## config.mk

```make
export PLATFORM = sky130hd
export DESIGN_NAME = reg_file_mp
export DESIGN_NICKNAME = d
export VERILOG_FILES = /design/src/rtl/reg_file_mp.sv
export SDC_FILE = /design/constraint.sdc
export NUM_CORES = 1
export LEC_CHECK = 0
export CAP_MARGIN = 10
export CORE_AREA = 3 3 115 73
export CTS_BUF_LIST = sky130_fd_sc_hd__clkbuf_8 sky130_fd_sc_hd__clkbuf_16
export DETAILED_ROUTE_END_ITERATION = 7
export DIE_AREA = 0 0 118 76
export GPL_ROUTABILITY_DRIVEN = 0
export GPL_TIMING_DRIVEN = 0
export PLACE_DENSITY = 0.78
export SLEW_MARGIN = 10
export SYNTH_ARGS = -nofsm -noshare
export SYNTH_HDL_FRONTEND = slang
export SYNTH_SLANG_ARGS = --single-unit
```

## constraint.sdc

```tcl
create_clock -name clk_i -period 2.6 [get_ports clk_i]
set_clock_uncertainty 0.2 [all_clocks]
set_input_delay 0.78 -clock clk_i [delete_from_list [all_inputs] [get_ports clk_i]]
set_output_delay 0.78 -clock clk_i [all_outputs]
set_load 0.01 [all_outputs]
```

## src/rtl/reg_file_mp.sv

```systemverilog
// Multi-read-port register file: one synchronous write port, NumRdPorts read ports
// with latency 0 or 1, and a hardware clear sweep after reset and on request.
module reg_file_mp #(
  parameter int unsigned           WordLength = 8,
  parameter int unsigned           AddrBits   = 3,
  parameter int unsigned           NumRdPorts = 2,
  parameter int unsigned           RdLatency  = 1,
  parameter logic [WordLength-1:0] InitValue  = '0
) (
  input  logic                             clk_i,
  input  logic                             rst_i,
  input  logic                             clr_i,
  input  logic                             wr_en_i,
  input  logic [AddrBits-1:0]              w_addr_i,
  input  logic [WordLength-1:0]            w_data_i,
  input  logic [NumRdPorts-1:0]            rd_en_i,
  input  logic [NumRdPorts*AddrBits-1:0]   r_addr_i,
  output logic [NumRdPorts*WordLength-1:0] r_data_o,
  output logic [NumRdPorts-1:0]            r_valid_o,
  output logic                             busy_o,
  output logic                             wr_drop_o
);

  localparam int unsigned Depth = 2 ** AddrBits;

  typedef enum logic {
    ST_IDLE  = 1'b0,
    ST_SWEEP = 1'b1
  } state_t;

  state_t                r_state, w_state_nxt;
  logic [AddrBits-1:0]   r_cnt, w_cnt_nxt;
  logic                  r_busy, w_busy_nxt;
  logic                  r_wr_drop;
  logic                  w_mem_we;
  logic [AddrBits-1:0]   w_mem_addr;
  logic [WordLength-1:0] w_mem_data;
  logic [WordLength-1:0] r_mem [Depth];

  // Control state register; busy tracks the next state so it falls on the last sweep write.
  always_ff @(posedge clk_i) begin
    if (rst_i) begin
      r_state   <= ST_SWEEP;
      r_cnt     <= '0;
      r_busy    <= 1'b1;
      r_wr_drop <= 1'b0;
    end else begin
      r_state   <= w_state_nxt;
      r_cnt     <= w_cnt_nxt;
      r_busy    <= w_busy_nxt;
      r_wr_drop <= wr_en_i & r_busy;
    end
  end

  // Next-state logic and selection of the single array write for this cycle.
  always_comb begin
    w_state_nxt = r_state;
    w_cnt_nxt   = r_cnt;
    w_busy_nxt  = r_busy;
    w_mem_we    = 1'b0;
    w_mem_addr  = w_addr_i;
    w_mem_data  = w_data_i;
    case (r_state)
      ST_SWEEP: begin
        w_mem_we   = 1'b1;
        w_mem_addr = r_cnt;
        w_mem_data = InitValue;
        w_cnt_nxt  = AddrBits'(r_cnt + 1'b1);
        if (r_cnt == {AddrBits{1'b1}}) begin
          w_state_nxt = ST_IDLE;
          w_busy_nxt  = 1'b0;
        end
      end
      ST_IDLE: begin
        w_mem_we = wr_en_i;
        if (clr_i) begin
          w_state_nxt = ST_SWEEP;
          w_cnt_nxt   = '0;
          w_busy_nxt  = 1'b1;
        end
      end
      default: begin
        w_state_nxt = ST_SWEEP;
        w_cnt_nxt   = '0;
        w_busy_nxt  = 1'b1;
      end
    endcase
  end

  // Storage array has no reset; only the sweep brings it to a known state.
  always_ff @(posedge clk_i) begin
    if (!rst_i && w_mem_we) begin
      r_mem[w_mem_addr] <= w_mem_data;
    end
  end

  assign busy_o    = r_busy;
  assign wr_drop_o = r_wr_drop;

  for (genvar p = 0; p < int'(NumRdPorts); p++) begin : g_rd
    logic [AddrBits-1:0] w_raddr;
    assign w_raddr = r_addr_i[p*AddrBits +: AddrBits];

    if (RdLatency == 0) begin : g_async
      assign r_data_o[p*WordLength +: WordLength] = r_mem[w_raddr];
      assign r_valid_o[p]                         = rd_en_i[p] & ~r_busy;
    end else begin : g_sync
      logic [WordLength-1:0] r_rd_data;
      logic                  r_rd_valid;

      // Registered read; a same-cycle write to the read address is forwarded.
      always_ff @(posedge clk_i) begin
        if (rst_i) begin
          r_rd_data  <= '0;
          r_rd_valid <= 1'b0;
        end else if (rd_en_i[p] && !r_busy) begin
          r_rd_valid <= 1'b1;
          r_rd_data  <= (wr_en_i && (w_addr_i == w_raddr)) ? w_data_i : r_mem[w_raddr];
        end else begin
          r_rd_valid <= 1'b0;
        end
      end

      assign r_data_o[p*WordLength +: WordLength] = r_rd_data;
      assign r_valid_o[p]                         = r_rd_valid;
    end
  end

endmodule

```

; Yosys cells after proc, flatten, opt, wreduce, memory -nomap -nowiden
; Memory sizes are Yosys's and may differ from the RTL's.
; Cells that the tools add are included.
; W data, S select, Z words.
[word_totals]
reg_bits = 24
mem_bits_rw = 64
wordCells = 42
n_memories = 1
[mem_list]
columns = memory, words, word_bits, read_ports, rd_ports_with_merged_regs, wr, line
row1 = r_mem, 8, 8, 2, 0, 1, 38  ; logic [WordLength-1:0] r_mem [Depth];
[classes]
addsub = 1
eq_ne = 5
muxes = 17
bitwise = 2
reduce_logical = 8
[ops]
columns = op, n
row1 = $mux W8, 3
row2 = $mux W1, 8
row3 = $eq A3 B3 Y1, 2
row4 = $mux W3, 2
row5 = $pmux W1 S2, 3
row6 = $pmux W3 S2, 1
row7 = $logic_and A1 B1 Y1, 5
row8 = $add A3 B1 Y3 const B, 1
row9 = $eq A3 B3 Y1 const B, 1
row10 = $logic_not A1 Y1, 2
row11 = $ne A2 B1 Y1 const B, 1
row12 = $ne A2 B2 Y1 const B, 1
row13 = $reduce_and A2 Y1, 1
row14 = $and A1 B1 Y1, 1
row15 = $not A1 Y1, 1

; Longest topological paths before layout
[logic_depth]
depth_word = 5
depth_mapped = 5
ltp_nobuf = 5

; Worst setup path after synthesis
; Ideal clock, no wire load.
[synth_path]
kind = in2reg
startpoint = input rst_i
endpoint = memory r_mem[0][0], enable pin
setup_ps = 370
arrival_ps = 1891
slack_ps = 139
path_stages = 5
path_cell_list = clkbuf_1 -> inv_1 -> clkbuf_1 -> o21ai_0 -> nor2_1
[synth_via]
elab_chain_len = 4
[synth_rtl]
columns = element, line
row1 = from (decl), 11  ; input logic rst_i,
row2 = $logic_not A1 Y1, 92  ; if (!rst_i && w_mem_we) begin
row3 = $logic_and A1 B1 Y1, 92
row4 = $mux W1, 92
row5 = $mux W1 (not written as such), 93  ; r_mem[w_mem_addr] <= w_mem_data;
row6 = to (decl), 38
; Every way passes these cells.

; Final worst setup path
[layout_path]
startpoint = input w_addr_i[1]
endpoint = register g_rd[0].g_sync.r_rd_data[2]
[layout_via]
elab_chain_len = 3
[layout_rtl]
columns = element, line
row1 = from (decl), 14  ; input logic [AddrBits-1:0] w_addr_i,
row2 = $eq A3 B3 Y1, 118  ; r_rd_data <= (wr_en_i && (w_addr_i == w_raddr)) ? w_data_i : r_mem[w_raddr];
row3 = $logic_and A1 B1 Y1, 118
row4 = $mux W8, 118
row5 = to (signal assigned), 118
row6 = to (decl), 108  ; logic [WordLength-1:0] r_rd_data;
; Every way passes these cells.
; A chain may end at the register's enable or synchronous reset.

==> flow_metrics.py <==
metrics = {
    "run_status": {
        "status": "complete, no violations",
    },
    "clock_network": {
        "root_buffer": "clkbuf_16",
        "clock-sinks": 88,
        "clock_path_buffers": 2,
        "htreeDepth": 3,
        "cts_tree": "yes",
        "clk_transition_reported_paths_ps": 60,
        "insertion_delay_ps": 340,
        "post_cts_buffers": 0,
        "cts_buffers": 9,
    },
    "sta": {
        "max_freq_ghz": 0.3948,
        "final.min_clock_period_ps": 2533,
        "setup_viol": 0,
        "rsz0062_at_grt": "false",
        "period_share_pct": 97.43,
        "drv_slew": 0,
        "fin_setup_tns_ps": 0,
        "worst_slack_ps": 66.85,
        "slew_headroom_pct": 46.08,
        "worst_pin_slew_ps": 803.4,
        "hold_viol": 0,
    },
    "detailed_routing": {
        "drc": 0,
        "first_iter_violations": 343,
        "firstDrtPassIters": 5,
        "via_count": 2666,
        "wl_per_cell_um": 24.35,
        "antenna_left": 0,
        "totalWireLength_mm": 10.23,
        "viasPerCell": 6.348,
    },
    "hold_path": {
        "min_path_type": "reg -> reg",
    },
    "yosys": {
        "syn_area_per_cell_um2": 15.66,
        "netlist.area_leader.share_pct": 46.14,
        "syn-cell-area_um2": 4165,
        "ys_top_cells_by_count": "edfxtp_1 (64), mux4_2 (27), dfxtp_1 (24)",
        "synth-edff-count": 64,
        "netlist_instances": 266,
        "yosys.area.top_type": "edfxtp_1",
        "synth_flop_cell": "edfxtp_1",
        "synth-seq-area-share_pct": 57.67,
        "yosysMostFrequentCell": "edfxtp_1",
        "async_flop_share_pct": 0,
        "synthTopCellsByArea": "edfxtp_1 (46%), mux4_2 (15%), dfxtp_1 (12%), mux2i_1 (3.8%), o221ai_1 (3.4%)",
        "syn_nets": 291,
        "yosys_register_bits": 88,
        "yosysWarnings": 0,
        "ys_types": 30,
    },
    "global_route": {
        "grt_pass1_vias": 2731,
        "grt_pass1_wl_mm": 15.92,
        "antenna_found_initial": 0,
        "grt_max_degree": 14,
        "track_usage_pct": 24.27,
        "globalRouteOverflowTotal": 0,
    },
    "floorplan": {
        "dieArea_um2": 8968,
        "die_x_um": 118,
        "row_count": 24,
        "die_y_um": 76,
        "io_pins": 43,
        "core_area_um2": 7297,
        "initial_core_util_pct": 57.08,
    },
    "placed_design": {
        "place_inst": 405,
        "place_hpwl_mm": 6.703,
        "portBuffers": 35,
        "dpl_worst_slack_ps": -699.1,
        "detailed_place.area_um2": 4646,
    },
    "setup_path": {
        "worstSetupPathType": "in -> reg",
        "critPathLaunchType": "input port",
        "path_buf_inv": 1,
        "crit_family": "compound AO/OA/AOI/OAI gates",
        "critPathCaptureType": "register",
        "crit_chain": "clkdlybuf4s50_1 -> xor2_1 -> o41ai_4 -> o221ai_1",
        "required_ps": 2600,
        "crit_slowest_cell": "o41ai_4",
        "crit_arrival_ps": 2530,
        "cp_max_fo": 8,
        "crit_path_max_incr_delay_ps": 740,
    },
    "finish": {
        "stdcell_area_um2": 4975,
        "drive_above_1_share_pct": 19.30,
        "layout.area.seq_um2": 2402,
        "nets": 336,
        "syn_to_final_growth_pct": 19.44,
        "final_cells": 420,
        "n_antenna_cell": 0,
        "multi_input_area_um2": 1628,
        "fill_cells": 506,
    },
    "power": {
        "powerDensity_nw_per_um2": 612.3,
        "max-vdd-ir-drop_mv": 0.5610,
        "leakagePower_nw": 1.725,
    },
    "job": {
        "maxCapViolCount": 0,
    },
}
repair_timing:
| item | CTS | global route |
|---|---|---|
| endpoints found under the setup margin | 64 | 8 |
| cloned | 0 | 0 |
| endpoints found under the hold margin | 0 | 0 |
| gates resized for setup | 13 | 1 |
| hold buffers | 0 | 0 |
kinds of logic (layout without fill, tap and decap cells):
group | after synthesis | after routing | share of synthesized area [%]
compound gates | 45 | 45 | 9.071
mux | 48 | 48 | 21.60
flops | 88 | 88 | 57.67
buf+inv | 36 | 86 | 4.326
fa+ha+maj | 2 | 2 | 0.6007
xor+xnor | 6 | 6 | 1.442
simple gates | 41 | 41 | 5.287
worst reg2reg max path, stage by stage (launching register included):
cell and delay (ps):
dfxtp_1 310, clkbuf_1 300, clkbuf_1 390, a31oi_1 240, nor2_2 540
power breakdown:
group	switching (W)	internal (W)	leakage, nW
Combinational	0.000147	0.000123	0.772
Clock	0.000485	0.000752	0.159
Sequential	0.0000156	0.00152	0.794
placed cells by master (no fill, tap or decap), drive strengths merged:
master and instances:
edfxtp 64, clkdlybuf4s50 35, mux4 32, dfxtp 24, nor2 20, inv 19, clkbuf 19, mux2i 16
o211ai 16, o221ai 16, buf 12, nor3b 7, xor2 6, nand2 4, a31oi 4, a21oi 3
o21ai 3, nor2b 2, o41ai 2, nand4bb 2, or4 2, ha 2, nand3b 1, a21o 1
and3b 1, nor3 1, and3 1, bufinv 1
flip-flops by register name (all words and copies together), names as in the netlist:
register                count
r_mem                      64
g_rd.g_sync.r_rd_valid      2
g_rd.g_sync.r_rd_data      16
wr_drop_o                   1
r_state                     1
busy_o                      1
r_cnt                       3
stage by stage:
| step | hold WS, ps | util (%) | total power (W) |
|---|---|---|---|
| 2_1_floorplan | 308.3 | - | 0.001736 |
| 3_3_place_gp | 295.2 | 63.67 | 0.001819 |
| 3_5_place_dp | 300.8 | 63.67 | 0.001826 |
| 4_1_cts | 319.3 | 68.11 | 0.003065 |
| 5_1_grt | 353.9 | 68.18 | 0.003145 |
| 6_report | 313.8 | 68.18 | 0.003046 |
routing by layer:
| layer | global-route usage, % | share of wire (%) |
|---|---|---|
| met2 | 37.82 | 47 |
| met4 | 6.550 | 1.2 |
| met5 | 0 | 0 |
| met3 | 9.125 | 10 |
| met1 | 32.40 | 41 |
area by class of cell:
class / count / share of cell area, %
Sequential cell: 88 / 48.29
Multi-Input combinational cell: 142 / 32.72
Timing Repair Buffer: 35 / 7.042
Clock buffer: 10 / 4.804
Tap cell: 104 / 2.616
Buffer: 21 / 2.490
Inverter: 14 / 1.056
Clock inverter: 6 / 0.9809
path summary, 6_finish.rpt:
path | start | to | slack [ps] | cells after the start
min reg2reg | g_rd[0].g_sync.r_rd_data[0] | g_rd[0].g_sync.r_rd_data[0] | 310 | 2
min | g_rd[0].g_sync.r_rd_data[0] | g_rd[0].g_sync.r_rd_data[0] | 310 | 2
max reg2reg | r_state | r_mem[7][3] | 260 | 4
max | w_addr_i[1] | g_rd[0].g_sync.r_rd_data[2] | 70 | 4
Note: power is estimated with default switching activity, not from simulation.
